## src/rtl/i2s_tx_stage.sv

```systemverilog
`default_nettype none
// ============================================================================
// Module : i2s_tx_stage
// Mono sample FIFO feeding a Philips-I2S serialiser (sample sent on L and R),
// with sticky overflow/underrun flags. Define I2S_TX_HOLD_ON_UNDERRUN_EN to
// repeat the previous sample on underrun instead of sending silence.
// Rev    : 1.0
// ============================================================================
module i2s_tx_stage #(
    parameter int DATA_WIDTH = 32,
    parameter int OUT_WIDTH  = 24,
    parameter int BCLK_DIV   = 16,
    parameter int FIFO_DEPTH = 4
) (
    input  logic                               clk,
    input  logic                               reset,
    input  logic                               sample_valid,
    input  logic [DATA_WIDTH-1:0]              audio_in,
    input  logic                               enable,
    input  logic                               clear_status,
    output logic                               i2s_bclk,
    output logic                               i2s_lrclk,
    output logic                               i2s_sdata,
    output logic [$clog2(FIFO_DEPTH+1)-1:0]    fifo_level,
    output logic                               overflow,
    output logic                               underrun
);
    localparam int LW = $clog2(FIFO_DEPTH + 1);
    localparam int PW = $clog2(FIFO_DEPTH);
    localparam int DW = (BCLK_DIV > 1) ? $clog2(BCLK_DIV) : 1;
    localparam logic [DW-1:0] C_DIV_LAST   = DW'(BCLK_DIV - 1);
    localparam logic [LW-1:0] C_LEVEL_FULL = LW'(FIFO_DEPTH);
    localparam logic [5:0]    C_LAST_BIT   = 6'(OUT_WIDTH);

    typedef enum logic [0:0] {IDLE = 1'b0, RUN = 1'b1} state_t;

    state_t                 state_q, state_d;
    logic [DW-1:0]          div_q, div_d;
    logic                   bclk_q, bclk_d;
    logic [5:0]             bit_q, bit_d;
    logic                   lrclk_q, lrclk_d;
    logic                   sdata_q, sdata_d;
    logic [OUT_WIDTH-1:0]   hold_q, hold_d;
    logic [PW-1:0]          wptr_q, wptr_d;
    logic [PW-1:0]          rptr_q, rptr_d;
    logic [LW-1:0]          level_q, level_d;
    logic                   overflow_q, overflow_d;
    logic                   underrun_q, underrun_d;
    logic [OUT_WIDTH-1:0]   fifo_mem_q [FIFO_DEPTH];

    logic                   w_empty, w_full, w_fall, w_frame_start, w_pop, w_wr;
    logic [OUT_WIDTH-1:0]   w_sample, w_head;

    // Slot bit 0 is the I2S one-bit delay; bits 1..OUT_WIDTH carry the sample MSB first.
    function automatic logic slot_bit(input logic [OUT_WIDTH-1:0] smp, input logic [5:0] b);
        logic [5:0]           s;
        logic [OUT_WIDTH-1:0] sh;
        s  = {1'b0, b[4:0]};
        sh = smp >> (C_LAST_BIT - s);
        return (s != 6'd0) && (s <= C_LAST_BIT) && sh[0];
    endfunction

    assign w_sample      = audio_in[DATA_WIDTH-1 -: OUT_WIDTH];
    assign w_head        = fifo_mem_q[rptr_q];
    assign w_empty       = (level_q == '0);
    assign w_full        = (level_q == C_LEVEL_FULL);
    assign w_fall        = (state_q == RUN) && enable && (div_q == C_DIV_LAST) && bclk_q;
    assign w_frame_start = ((state_q == IDLE) && enable) || (w_fall && (bit_q == 6'd63));
    assign w_pop         = w_frame_start && !w_empty;
    // A pop in the same cycle frees a slot, so a write into a full FIFO still lands.
    assign w_wr          = sample_valid && (!w_full || w_pop);

    generate
        if (DATA_WIDTH > OUT_WIDTH) begin : g_unused_lsbs
            logic w_unused_lsbs;
            assign w_unused_lsbs = ^audio_in[DATA_WIDTH-OUT_WIDTH-1:0];
        end
    endgenerate

    always_comb begin
        state_d    = state_q;
        div_d      = div_q;
        bclk_d     = bclk_q;
        bit_d      = bit_q;
        lrclk_d    = lrclk_q;
        sdata_d    = sdata_q;
        hold_d     = hold_q;
        wptr_d     = wptr_q;
        rptr_d     = rptr_q;

        case (state_q)
            IDLE: begin
                div_d   = '0;
                bclk_d  = 1'b0;
                bit_d   = 6'd0;
                lrclk_d = 1'b0;
                sdata_d = 1'b0;
                if (enable) state_d = RUN;
            end
            RUN: begin
                if (!enable) begin
                    state_d = IDLE;
                    div_d   = '0;
                    bclk_d  = 1'b0;
                    bit_d   = 6'd0;
                    lrclk_d = 1'b0;
                    sdata_d = 1'b0;
                end else if (div_q == C_DIV_LAST) begin
                    div_d  = '0;
                    bclk_d = !bclk_q;
                    // Data and word select move only on the falling bclk edge.
                    if (bclk_q) begin
                        bit_d   = bit_q + 6'd1;
                        lrclk_d = bit_d[5];
                        sdata_d = slot_bit(hold_q, bit_d);
                    end
                end else begin
                    div_d = div_q + DW'(1);
                end
            end
            default: state_d = IDLE;
        endcase

        if (w_pop) begin
            hold_d = w_head;
        end else if (w_frame_start) begin
`ifdef I2S_TX_HOLD_ON_UNDERRUN_EN
            hold_d = hold_q;
`else
            hold_d = '0;
`endif
        end

        if (w_wr)  wptr_d = wptr_q + PW'(1);
        if (w_pop) rptr_d = rptr_q + PW'(1);
        level_d    = level_q + LW'(w_wr) - LW'(w_pop);
        overflow_d = (sample_valid && w_full && !w_pop) || (overflow_q && !clear_status);
        underrun_d = (w_frame_start && w_empty) || (underrun_q && !clear_status);
    end

    always_ff @(posedge clk or posedge reset) begin
        if (reset) begin
            state_q    <= IDLE;
            div_q      <= '0;
            bclk_q     <= 1'b0;
            bit_q      <= 6'd0;
            lrclk_q    <= 1'b0;
            sdata_q    <= 1'b0;
            hold_q     <= '0;
            wptr_q     <= '0;
            rptr_q     <= '0;
            level_q    <= '0;
            overflow_q <= 1'b0;
            underrun_q <= 1'b0;
        end else begin
            state_q    <= state_d;
            div_q      <= div_d;
            bclk_q     <= bclk_d;
            bit_q      <= bit_d;
            lrclk_q    <= lrclk_d;
            sdata_q    <= sdata_d;
            hold_q     <= hold_d;
            wptr_q     <= wptr_d;
            rptr_q     <= rptr_d;
            level_q    <= level_d;
            overflow_q <= overflow_d;
            underrun_q <= underrun_d;
        end
    end

    always_ff @(posedge clk) begin
        if (w_wr) fifo_mem_q[wptr_q] <= w_sample;
    end

    assign i2s_bclk   = bclk_q;
    assign i2s_lrclk  = lrclk_q;
    assign i2s_sdata  = sdata_q;
    assign fifo_level = level_q;
    assign overflow   = overflow_q;
    assign underrun   = underrun_q;

endmodule
`default_nettype wire

```

## config.mk

```make
export PLATFORM = sky130hd
export DESIGN_NAME = i2s_tx_stage
export DESIGN_NICKNAME = d
export VERILOG_FILES = /design/src/rtl/i2s_tx_stage.sv
export SDC_FILE = /design/constraint.sdc
export NUM_CORES = 1
export LEC_CHECK = 0
export ABC_CLOCK_PERIOD_IN_PS = 3170
export BUFFER_PORTS_ARGS = -buffer_cell sky130_fd_sc_hd__buf_2
export CAP_MARGIN = 15
export CORE_MARGIN = 8
export CORE_UTILIZATION = 59
export DETAILED_ROUTE_END_ITERATION = 7
export HOLD_SLACK_MARGIN = 0.02
export PLACE_DENSITY = 0.9
export SYNTH_ARGS = -nofsm -noshare
export SYNTH_HDL_FRONTEND = slang
export SYNTH_SLANG_ARGS = --single-unit
```

## constraint.sdc

```tcl
create_clock -name clk -period 3.17 [get_ports clk]
set_clock_uncertainty 0.1 [all_clocks]
set_input_delay 0.634 -clock clk [delete_from_list [all_inputs] [get_ports clk]]
set_output_delay 0.634 -clock clk [all_outputs]
set_load 0.02 [all_outputs]
```

# [Word-level counts from Yosys, hierarchy flattened]
# Memories as Yosys holds them, arrays and structs flattened.
# Cells that the tools add are included.
[op_classes] eq_ne=5 bitwise=1 n_lt_le_gt_ge=1 reduce_logical=27 add_sub_neg=7 muxes=23 n_shift=1
[ops] operator="2-to-1 mux 24 bit" count=2
[ops] operator=">> shifter 24 x 6 -> 1 bit" count=1
[ops] operator="2-to-1 mux 6 bit" count=3
[ops] operator="logical AND 1 bit" count=14
[ops] operator="case mux 6 bit (2 select lines)" count=1
[ops] operator="2-to-1 mux 1 bit" count=11
[ops] operator="2-to-1 mux 4 bit" count=2
[ops] operator="case mux 4 bit (2 select lines)" count=1
[ops] operator="adder 6 x 1 -> 6 bit, second input constant" count=1
[ops] operator="== test 6 bit, second input constant" count=1
[ops] operator="inequality test 3 x 2 -> 1 bit, second input constant" count=2
[ops] operator="case mux 1 bit (2 select lines)" count=3
[ops] operator="subtractor 5 x 5 -> 6 bit, first input constant" count=1
[ops] operator="less-or-equal comparator 5 bit, second input constant" count=1
[ops] operator="zero test 1 bit" count=5
[ops] operator="nonzero test 5 bit" count=1
[ops] operator="adder 2 x 1 -> 2 bit, second input constant" count=2
[ops] operator="adder 4 x 1 -> 4 bit, second input constant" count=1
[ops] operator="== test 4 bit, second input constant" count=1
[ops] operator="logical OR 1 bit" count=4
[ops] operator="adder 3 x 1 -> 3 bit" count=1
[ops] operator="== test 3 bit, second input constant" count=1
[ops] operator="zero test 3 bit" count=1
[ops] operator="subtractor 3 x 1 -> 3 bit" count=1
[ops] operator="other kinds (3)" count=3
[totals] regBits=47 word_cells=78 n_memories=1 ramBits=96 in_bits=37 output_inout_bits=8
[mem_list] name="fifo_mem_q" words=4 word_bits=24 rd=1 rd_clocked_by_memory_dff=0 write_ports=1 line_no="49" text="logic [OUT_WIDTH-1:0] fifo_mem_q [FIFO_DEPTH];"

# [Depth between registers and ports, before layout]
# Gate-level depths: netlist (run 1).
[logic_depth] word_depth=10 mapped_depth=15 mapped_depth_nobuf=14

# [Least setup slack after synthesis (run 1)]
# No wires, ideal clock.
[synth_path] kind="flip-flop to flip-flop" from="register div_q[0]" to="register level_q[2], in the netlist fifo_level[2]" synth_period_minus_slack_ps=2885 setup_ps=134 setup_slack_ps=285 path_stages_with_launch=16 t_arrival_ps=2652 path_buffers=1 t_required_ps=2936 cell_sequence="dfrtp_1 -> ha_1 -> and4_1 -> buf_4 -> nand3_2 -> o21ai_2 -> nand2_2 -> a31oi_4 -> inv_1 -> ha_1 -> inv_1 -> ha_1 -> inv_1 -> fa_1 -> xnor2_1 -> xnor2_1"
[synth_between] elab_chain_len=10
[synth_rtl] element="from (decl)" line_no="38" text="logic [DW-1:0] div_q, div_d;"
[synth_rtl] element="from (signal assigned)" line_no="157" text="div_q <= div_d;"
[synth_rtl] element="== test 4 bit (*)" line_no="67" text="assign w_fall = (state_q == RUN) && enable && (div_q == C_DIV_LAST) && bclk_q;"
[synth_rtl] element="logical AND 1 bit (*) (2 in series)" line_no="67"
[synth_rtl] element="logical AND 1 bit (*)" line_no="68" text="assign w_frame_start = ((state_q == IDLE) && enable) || (w_fall && (bit_q == 6'd63));"
[synth_rtl] element="logical OR 1 bit (*)" line_no="68"
[synth_rtl] element="logical AND 1 bit (*)" line_no="69" text="assign w_pop = w_frame_start && !w_empty;"
[synth_rtl] element="logical OR 1 bit" line_no="71" text="assign w_wr = sample_valid && (!w_full || w_pop);"
[synth_rtl] element="logical AND 1 bit" line_no="71"
[synth_rtl] element="adder 3 x 1 -> 3 bit" line_no="136" text="level_d = level_q + LW'(w_wr) - LW'(w_pop);"
[synth_rtl] element="subtractor 3 x 1 -> 3 bit (*)" line_no="136"
[synth_rtl] element="named net level_d[2]" line_no="46" text="logic [LW-1:0] level_q, level_d;"
[synth_rtl] element="to (signal assigned)" line_no="165" text="level_q <= level_d;"
[synth_rtl] element="to (decl)" line_no="46"
# The timed path passes the listed nets; every way through them passes the cells marked *.
# A chain may end at the register's enable or synchronous reset.

# [Worst setup path in the final report (run 1)]
# Ends and elaborated chain as after synthesis.

==> results of run 1 <==
## layer usage
metal | share of wire | up-vias | wire length (um) | GRT usage
met5 | 0 | - | 0 | 0
met2 | 0.54 | 162 | 6427 | 0.3391
li1 | - | 1510 | - | -
met1 | 0.37 | 1738 | 4479 | 0.2195
met4 | 0.027 | 0 | 329 | 0.09162
met3 | 0.061 | 29 | 727 | 0.04292
## kinds of logic after synthesis
kind of cell    after synthesis  synth area share
flops                       142            0.6819
fa+ha+maj                     9           0.02031
compound gates               48           0.04992
xor+xnor                     12           0.01777
simple gates                 97           0.07783
buf+inv                      34           0.02601
mux                          35            0.1263
## synth_stat cells (3+ instances only)
| library cell | number | area, um2 |
|---|---|---|
| mux4_2 | 25 | 563.0 |
| o21ai_0 | 31 | 155.2 |
| clkbuf_1 | 12 | 45.04 |
| mux4_1 | 5 | 131.4 |
| buf_2 | 6 | 30.03 |
| xor2_1 | 4 | 35.03 |
| and3_1 | 3 | 18.77 |
| nand4_1 | 4 | 25.02 |
| a21oi_1 | 6 | 30.03 |
| nand2_1 | 59 | 221.5 |
| inv_1 | 12 | 45.04 |
| dfrtp_1 | 46 | 1151 |
| edfxtp_1 | 96 | 2883 |
| mux2i_1 | 3 | 30.03 |
| or3_1 | 5 | 31.28 |
| nor2_1 | 8 | 30.03 |
| and2_1 | 4 | 25.02 |
| ha_1 | 8 | 100.1 |
| xnor2_1 | 8 | 70.07 |
## power by group through the flow
stage | logic [mW] | registers, mW | clock network, mW
6_report | 1.46 | 2.68 | 1.95
3_3_place_gp | 1.36 | 2.65 | 0
4_1_cts | 1.48 | 2.68 | 1.96
5_1_grt | 1.59 | 2.72 | 2.04
2_1_floorplan | 1.02 | 2.66 | 0
3_5_place_dp | 1.43 | 2.69 | 0
## worst paths after layout
| path | endpoint | start | cells after the start |
|---|---|---|---|
| worst min-delay path | div_q[3]$_DFF_PP0_ | reset | 2 |
| worst max register to register | fifo_level[2]$_DFF_PP0_ | div_q[0]$_DFF_PP0_ | 14 |
| worst min register to register | hold_q[5]$_DFFE_PP0P_ | hold_q[5]$_DFFE_PP0P_ | 2 |
| min in group clk | state_q$_DFF_PP0_ | enable | 1 |
| worst max-delay path | fifo_level[2]$_DFF_PP0_ | div_q[0]$_DFF_PP0_ | 14 |
| max in group asynchronous | state_q$_DFF_PP0_ | reset | 3 |
## sequential cells by signal (all words and copies together) (netlist names)
name,cells
bit_q,6
div_q,4
fifo_level,3
fifo_mem_q,96
hold_q,24
i2s_bclk,1
i2s_sdata,1
overflow,1
rptr_q,2
state_q,1
underrun,1
wptr_q,2
## metrics by stage
step / total power [mW] / hold WS (ns) / cell area (um2)
floorplan: 3.681 / 0.3416 / 5916
global placement: 4.006 / 0.3545 / 6259
detailed placement: 4.122 / 0.3643 / 6259
CTS: 6.126 / 0.1144 / 6838
global route: 6.351 / 0.1584 / 6853
finish: 6.093 / 0.1049 / 6853
## worst max-delay path, cell delays in order (launching register included)
cell and delay, ns:
dfrtp_1 0.40, ha_1 0.24, and4_1 0.26, nand3_2 0.11, o21ai_2 0.19, nand2_2 0.10, a31oi_4 0.16, inv_1 0.06
ha_1 0.27, inv_1 0.06, ha_1 0.12, inv_1 0.05, fa_1 0.38, xnor2_1 0.15, xnor2_1 0.13
## cell usage in the layout (no fill, tap or decap), types with 2 or more instances in the layout
cell type  Yosys  final
xor2_1         4      4
edfxtp_1      96     96
clkinv_1       0      5
o21ai_0       31     31
clkinv_4       0      2
buf_2          6     36
o211ai_2       2      2
and3_1         3      3
or3_1          5      5
a21oi_1        6      6
mux4_1         5      5
buf_4          1     16
nor2_1         8      8
xnor2_1        8      8
mux4_2        25     25
ha_1           8      8
bufinv_16      0      3
inv_6          0      4
nand3_1        2      2
mux2i_1        3      3
nand2b_1       2      2
and2_1         4      4
clkbuf_16      0     16
dfrtp_1       46     46
nand2_1       59     59
inv_1         12     11
nand4_1        4      4
## layout make-up
| type | count | area, um2 | share of cell area |
|---|---|---|---|
| inverter | 12 | 45.04 | 0.006573 |
| clock buffer | 17 | 414.1 | 0.06043 |
| multi-input combinational | 201 | 1728 | 0.2521 |
| clock inverter | 14 | 165.2 | 0.02410 |
| tap | 133 | 166.4 | 0.02428 |
| sequential | 142 | 4034 | 0.5886 |
| timing repair buffer | 52 | 300.3 | 0.04382 |
==> key figures, run 1 <==
Pwr
  – Cell Int Power: 4.316 mW
  – Max IR drop VDD: 0.4570 mV
  – Static Leakage: 2.648 nW
  – Pwr/cell area: 889.1 nW/um2
  – Psw: 1.777 mW
  – Clock power share: 0.321
  – Comb power frac: 0.239
  – Sw frac: 0.2917
  – Sequential share of power: 0.440

Clock network
  – Setup Buffers After CTS: 0
  – Clock-pin slew on the worst setup and hold paths: 0.06 ns
  – Clk_lat worst skew: 0.52 ns
  – CTS root buf: clkbuf_8
  – Hold bufs inserted after CTS: 0
  – CTS H-tree depth: 4
  – Post-CTS sizing: 0
  – CTS tree: built
  – Number of CTS-inserted buffers: 17
  – Clk buf depth: 2
  – Sink Count: 142

Final layout
  – Layout cell share with drive strength beyond 1: 0.2557
  – Layout Utilization: 0.7011
  – Fin cells: 571
  – Synthesis-to-finish area growth: 15.84%
  – # fillers: 609
  – Nets: 472
  – # diodes: 0

Place
  – Final HPWL DP: 6840 um
  – Placer Congestion: 0.8031
  – Dpl ws: 0.1695 ns
  – Port Buffers: 36
  – Placed Cells incl. Taps: 538

Global route
  – Global-route wire length before repair: 19090 um
  – GR Overflow Total: 0
  – Antenna violations before repair: 0
  – Largest net degree at the start of global routing: 51
  – Vias in the first global route: 3707
  – GR Util All Layers: 0.1929

Floorplanning
  – Core ar.: 9774 um2
  – Die area: 13490 um2
  – Die width: 116.1 um
  – Die height: 116.1 um
  – Site Rows: 36
  – Initial Util: 0.6052
  – Top Ports: 45

Synthesis
  – Mapped cell area: 5916 um2
  – Prevailing post-synth register cell: edfxtp_1
  – Distinct cells, synth: 47
  – Mean Syn Cell Area: 15.69 um2
  – Register area share after synthesis: 0.6819
  – Number of synthesized register bits: 142
  – Syn nets: 423
  – Post-synth EDFFs: 96
  – Syn. warnings: 0
  – Synth async-reset ratio: 0.3239
  – Post-Syn Instances: 377

Timing
  – Max Fclk: 0.3465 GHz
  – Final number of hold-violating endpoints: 0
  – Unrepaired setup endpoints after global routing: no
  – Max Transition Viols Final: 0
  – Final setup viols: 0
  – Final period util: 0.9105
  – Worst Setup Slack, final: 0.2836 ns
  – Final min period: 2.886 ns
  – Worst-Margin Slew: 0.9270 ns
  – Worst slew margin: 0.3781
  – TNS Setup: 0 ns

Worst setup path
  – FF-to-FF setup slack: 0.28 ns
  – Max Fanout on Critical Path: 4
  – Data required, critical path: 3.46 ns
  – CP Data Arrival Time: 3.18 ns
  – CP endpoint kind: register
  – Setup Crit Path Kind: register to register
  – CP startpoint kind: register

Drt
  – Iter 0 DRT Violations: 293
  – DRC viols: 0
  – Vias per cell: 6.023
  – Detail Route Antenna Nets: 0
  – Initial DRT Pass Iterations: 4
  – Vias: 3439
  – Drt total wl: 11960 um
  – Routed len/inst: 20.95 um

Hold path
  – Worst min-delay path class: input pin to async pin

Flow run
  – Maximum capacitance violations: 0

Run status
  – Status: finished, final reports clean
Power figures use the tool's default switching activity.
==> run 2, diff against run 1 <==
==> constraint.sdc (replaced) <==
create_clock -name clk -period 3.17 [get_ports clk]
set_clock_uncertainty 0.1 [all_clocks]
set_input_delay 0.4755 -clock clk [delete_from_list [all_inputs] [get_ports clk]]
set_output_delay 0.4755 -clock clk [all_outputs]
set_load 0.02 [all_outputs]
==> run 2 against run 1 <==
  * Combinational power about the same
  * Cell count up 0.18%
  * Via count decreased by 2.5%
  * Total power decreased by 0.99%
  * Clock power fell by 3%
  * Sequential share of layout area barely moved
  * Die area stayed put
  * Sequential power barely moved
  * Final area about the same
  * Clock-buffer cell count stayed put
  * Sequential cell count unchanged
  * Critical endpoint unchanged
  * Largest cell class unchanged
  * Largest power group unchanged
==> key figures, run 2 (synthesis results as in run 1) <==
Final layout
  – Fin cells: 572
  – Max reg flops: 96
  – Layout cell share with drive strength beyond 1: 0.2688
  – Nets: 473
  – Layout Utilization: 0.7015
  – Most frequent cells in the layout: edfxtp_1 (96), nand2_1 (59), dfrtp_1 (46)
  – Biggest regs: fifo_mem_q (96), hold_q (24), bit_q (6)
  – Synthesis-to-finish area growth: 15.91%
  – Most common cell after layout, fill and taps aside: edfxtp_1
  – # diodes: 0
  – Largest register by flop count: fifo_mem_q
  – Final instance area: 6857 um2
  – # fillers: 587

Place
  – Placed Cells incl. Taps: 537
  – Dpl ws: 0.1265 ns
  – Port Buffers: 36
  – Final HPWL DP: 6757 um
  – Placer Congestion: 0.7999
  – Placed Area: 6251 um2

Pwr
  – Pwr Total: 6.033 mW
  – Max IR drop VDD: 0.5842 mV
  – Static Leakage: 2.647 nW
  – Pwr/cell area: 879.8 nW/um2

Worst setup path
  – CP endpoint kind: register
  – CP startpoint kind: register
  – Reg2reg path depth: 14
  – Data required, critical path: 3.47 ns
  – Max Fanout on Critical Path: 5
  – Setup Crit Path Kind: register to register
  – CP Data Arrival Time: 3.29 ns

Floorplanning
  – Top Ports: 45
  – Core ar.: 9774 um2
  – Die height: 116.1 um
  – Initial Util: 0.6052
  – Die area: 13490 um2
  – Die width: 116.1 um
  – Site Rows: 36

Drt
  – Vias: 3352
  – DRC viols: 0
  – Initial DRT Pass Iterations: 5
  – Iter 0 DRT Violations: 285
  – Vias per cell: 5.860
  – Drt total wl: 11780 um
  – Detail Route Antenna Nets: 0
  – Routed len/inst: 20.59 um

Clock network
  – Clk buf depth: 2
  – Clock-pin slew on the worst setup and hold paths: 0.06 ns
  – Number of CTS-inserted buffers: 17
  – CTS root buf: clkbuf_8
  – Sink Count: 142
  – CTS tree: built
  – CTS H-tree depth: 4
  – Clk_lat worst skew: 0.52 ns

Global route
  – Largest net degree at the start of global routing: 51
  – Antenna violations before repair: 0
  – Vias in the first global route: 3767
  – Global-route wire length before repair: 18950 um
  – GR Util All Layers: 0.1905
  – GR Overflow Total: 0

Timing
  – TNS Setup: 0 ns
  – WHS: 0.04647 ns
  – Final setup viols: 0
  – Worst slew margin: 0.4491
  – Final number of hold-violating endpoints: 0
  – Max Transition Viols Final: 0
  – Worst Setup Slack, final: 0.1810 ns
  – Final period util: 0.9429
  – Max Fclk: 0.3346 GHz
  – Final min period: 2.989 ns
  – Worst-Margin Slew: 0.8212 ns

Hold path
  – Hold path cells: 1
  – Worst min-delay path class: input pin to register

Flow run
  – Maximum capacitance violations: 0

Run status
  – Status: finished, final reports clean
## run 2: layout make-up
| class | instances | area, um2 | share of cell area |
|---|---|---|---|
| sequential | 142 | 4034 | 0.5883 |
| multi-input combinational | 201 | 1738 | 0.2535 |
| clock buffer | 17 | 414.1 | 0.06040 |
| timing repair buffer | 53 | 310.3 | 0.04526 |
| tap | 133 | 166.4 | 0.02427 |
| clock inverter | 14 | 148.9 | 0.02172 |
| inverter | 12 | 45.04 | 0.006569 |
## run 2: what timing repair did
action | CTS | global route
buffers inserted | 0 | 3
endpoints found under the hold margin | 23 | 0
endpoints found under the setup margin | 0 | 1
gates resized for setup | 0 | 2
hold buffers | 1 | 0
## run 2: worst max-delay path, cell delays in order, from the launching register on
cell and delay [ns]:
dfrtp_1 0.40, ha_2 0.24, and4_1 0.24, nand3_2 0.11, o21ai_2 0.19, nand2_2 0.10, a31oi_4 0.19, inv_1 0.06
ha_1 0.27, inv_1 0.07, ha_1 0.14, inv_1 0.05, fa_1 0.40, xnor2_2 0.16, xnor2_1 0.13
## run 2: worst paths after layout
check	startpoint	end	slack, ns
min in group asynchronous	reset	div_q[1]$_DFF_PP0_	0.47
hold / removal	enable	state_q$_DFF_PP0_	0.05
max in group asynchronous	reset	hold_q[15]$_DFFE_PP0P_	1.77
hold reg to reg	hold_q[5]$_DFFE_PP0P_	hold_q[5]$_DFFE_PP0P_	0.39
setup reg to reg	div_q[1]$_DFF_PP0_	fifo_level[2]$_DFF_PP0_	0.18
setup / recovery	div_q[1]$_DFF_PP0_	fifo_level[2]$_DFF_PP0_	0.18
## run 2: per-layer routing
layer	share of wire	vias up	global-route usage	routed length, um
met3	0.066	26	0.05222	783
li1	-	1513	-	-
met2	0.52	137	0.3306	6176
met4	0.028	0	0.09248	327
met5	0	-	0	0
met1	0.38	1676	0.2133	4488
## run 2: power by group
part / internal (mW) / total [mW] / switching (mW)
clock: 1.07 / 1.89 / 0.825
sequential: 2.47 / 2.68 / 0.205
combinational: 0.657 / 1.46 / 0.806
==> run 3, diff against run 2 <==
==> constraint.sdc (replaced) <==
create_clock -name clk -period 3.17 [get_ports clk]
set_clock_uncertainty 0.1 [all_clocks]
set_input_delay 0 -clock clk [delete_from_list [all_inputs] [get_ports clk]]
set_output_delay 0 -clock clk [all_outputs]
set_load 0.02 [all_outputs]
==> run 3 against run 2 <==
  * Global-route usage up 1.4 points
  * Die area unchanged
  * Clock-buffer cell count unchanged
  * Critical path type unchanged
==> key figures, run 3 (synthesis results as in run 1) <==
Drt
  – Vias per cell: 5.808
  – Drt total wl: 12630 um
  – Iter 0 DRT Violations: 332
  – DRC viols: 0
  – Detail Route Antenna Nets: 0
  – Routed len/inst: 21.09 um
  – Initial DRT Pass Iterations: 5
  – Vias: 3479

Place
  – Final HPWL DP: 6618 um
  – Placer Congestion: 0.8042
  – Port Buffers: 36

Clock network
  – CTS root buf: clkbuf_8
  – CTS tree: built
  – Clk_lat worst skew: 0.53 ns
  – CTS H-tree depth: 4
  – Sink Count: 142
  – Number of CTS-inserted buffers: 17
  – Clock-pin slew on the worst setup and hold paths: 0.07 ns
  – Clk buf depth: 2

Worst setup path
  – Data required, critical path: 3.47 ns
  – Setup Crit Path Kind: register to register
  – CP max stage delay: 0.41 ns
  – Reg2reg start: div_q[0]$_DFF_PP0_
  – Reg2reg path depth: 14
  – Critical path's top delay family: adder cells
  – Buffers & Inverters on Critical Path: 3
  – FF-to-FF setup slack: 0.27 ns
  – Critical path's most frequent cell: inv_1
  – CP max stage cell: dfrtp_1
  – CP startpoint kind: register
  – Worst r2r dst: fifo_level[2]$_DFF_PP0_
  – Max Fanout on Critical Path: 4
  – Crit path cell chain: ha_2 > and4_1 > nand3_2 > o21ai_2 > nand2_2 > a31oi_4 > inv_1 > ha_1 > inv_1 > ha_1 > inv_1 > fa_1 > xnor2_1 > xnor2_1
  – CP endpoint kind: register
  – Worst setup path startpoint: div_q[0]$_DFF_PP0_
  – CP Data Arrival Time: 3.20 ns

Floorplanning
  – Die width: 116.1 um
  – Initial Util: 0.6052
  – Site Rows: 36
  – Die height: 116.1 um
  – Core ar.: 9774 um2
  – Top Ports: 45
  – Die area: 13490 um2

Global route
  – GR Overflow Total: 0
  – Largest net degree at the start of global routing: 51
  – Antenna violations before repair: 0
  – Vias in the first global route: 3778
  – GR Util All Layers: 0.2049
  – Global-route wire length before repair: 19980 um

Pwr
  – Max IR drop VDD: 0.6213 mV
  – Static Leakage: 2.752 nW
  – Pwr/cell area: 853.1 nW/um2

Final layout
  – Nets: 500
  – Largest register by flop count: fifo_mem_q
  – Max reg flops: 96
  – Layout cell share with drive strength beyond 1: 0.2489
  – Most frequent cells in the layout: edfxtp_1 (96), nand2_1 (59), dfrtp_1 (46)
  – Biggest regs: fifo_mem_q (96), hold_q (24), bit_q (6)
  – Most common cell after layout, fill and taps aside: edfxtp_1
  – # diodes: 0
  – Synthesis-to-finish area growth: 20.49%

Timing
  – Final setup viols: 0
  – Worst-Margin Slew: 0.5520 ns
  – WHS: 0.1085 ns
  – Max Fclk: 0.3452 GHz
  – TNS Setup: 0 ns
  – Worst slew margin: 0.6320
  – Unrepaired setup endpoints after global routing: no
  – Max Transition Viols Final: 0
  – Final number of hold-violating endpoints: 0
  – Final period util: 0.9139
  – Final min period: 2.897 ns

Flow run
  – Maximum capacitance violations: 0

Run status
  – Status: finished, final reports clean

Hold path
  – Worst min-delay path class: input pin to register
  – Hold path cells: 2
  – Min-Delay Endpoint: state_q$_DFF_PP0_
  – HP Start: enable
-- run 3: cell count changes in the layout (fill, tap and decap cells not counted), sizes merged --
cell / change
buf: -1
clkinvlp: +1
dlygate4sd3: +28
inv: -1
-- run 3: area by class of cell --
cell class | count | area, um2
Sequential cell | 142 | 4034
Fill cell | 575 | 2646
Multi-Input combinational cell | 201 | 1730
Timing Repair Buffer | 80 | 583.1
Clock buffer | 17 | 414.1
Tap cell | 133 | 166.4
Clock inverter | 14 | 155.1
Inverter | 12 | 45.04
-- run 3: timing repair --
action                                 CTS  global route
resized for setup                        0             1
hold buffers                            29             0
setup endpoints to repair                0             1
setup buffers                            0             2
endpoints found under the hold margin  161             0
-- run 3: how the worst max path moves through the flow --
stage / to / slack (ns) / cells past startpoint
floorplan: fifo_level[2]$_DFF_PP0_ / 0.28 / 15
global placement: fifo_level[2]$_DFF_PP0_ / 0.31 / 14
detailed placement: fifo_level[2]$_DFF_PP0_ / 0.15 / 14
CTS: fifo_level[2]$_DFF_PP0_ / 0.13 / 14
global route: fifo_level[2]$_DFF_PP0_ / 0.02 / 14
finish: fifo_level[2]$_DFF_PP0_ / 0.27 / 14
-- run 3: per-layer routing --
layer	wire length, um	vias to the layer above	part of all wire	track usage
li1	-	1563	-	-
met1	4724	1779	0.37	0.2311
met2	7031	122	0.56	0.3630
met3	660	15	0.052	0.05636
met4	214	0	0.017	0.07865
met5	0	-	0	0
-- run 3: per-stage QoR --
step	total power, mW	worst slack, ns	area (um2)	utilization	std cells
after detailed placement	4.096	0.1497	6251	0.6395	537
after global routing	6.365	0.01990	7128	0.7293	599
after floorplan	3.681	0.2849	5916	-	377
final	6.081	0.2729	7128	0.7293	599
after global placement	4.001	0.3136	6251	0.6395	537
after CTS	6.109	0.1257	7111	0.7275	597
-- run 3: report_power, final --
group          internal, mW  switching [mW]  leakage, nW
clock                  1.07           0.852        0.270
sequential             2.47           0.212         1.47
combinational         0.667           0.808         1.01
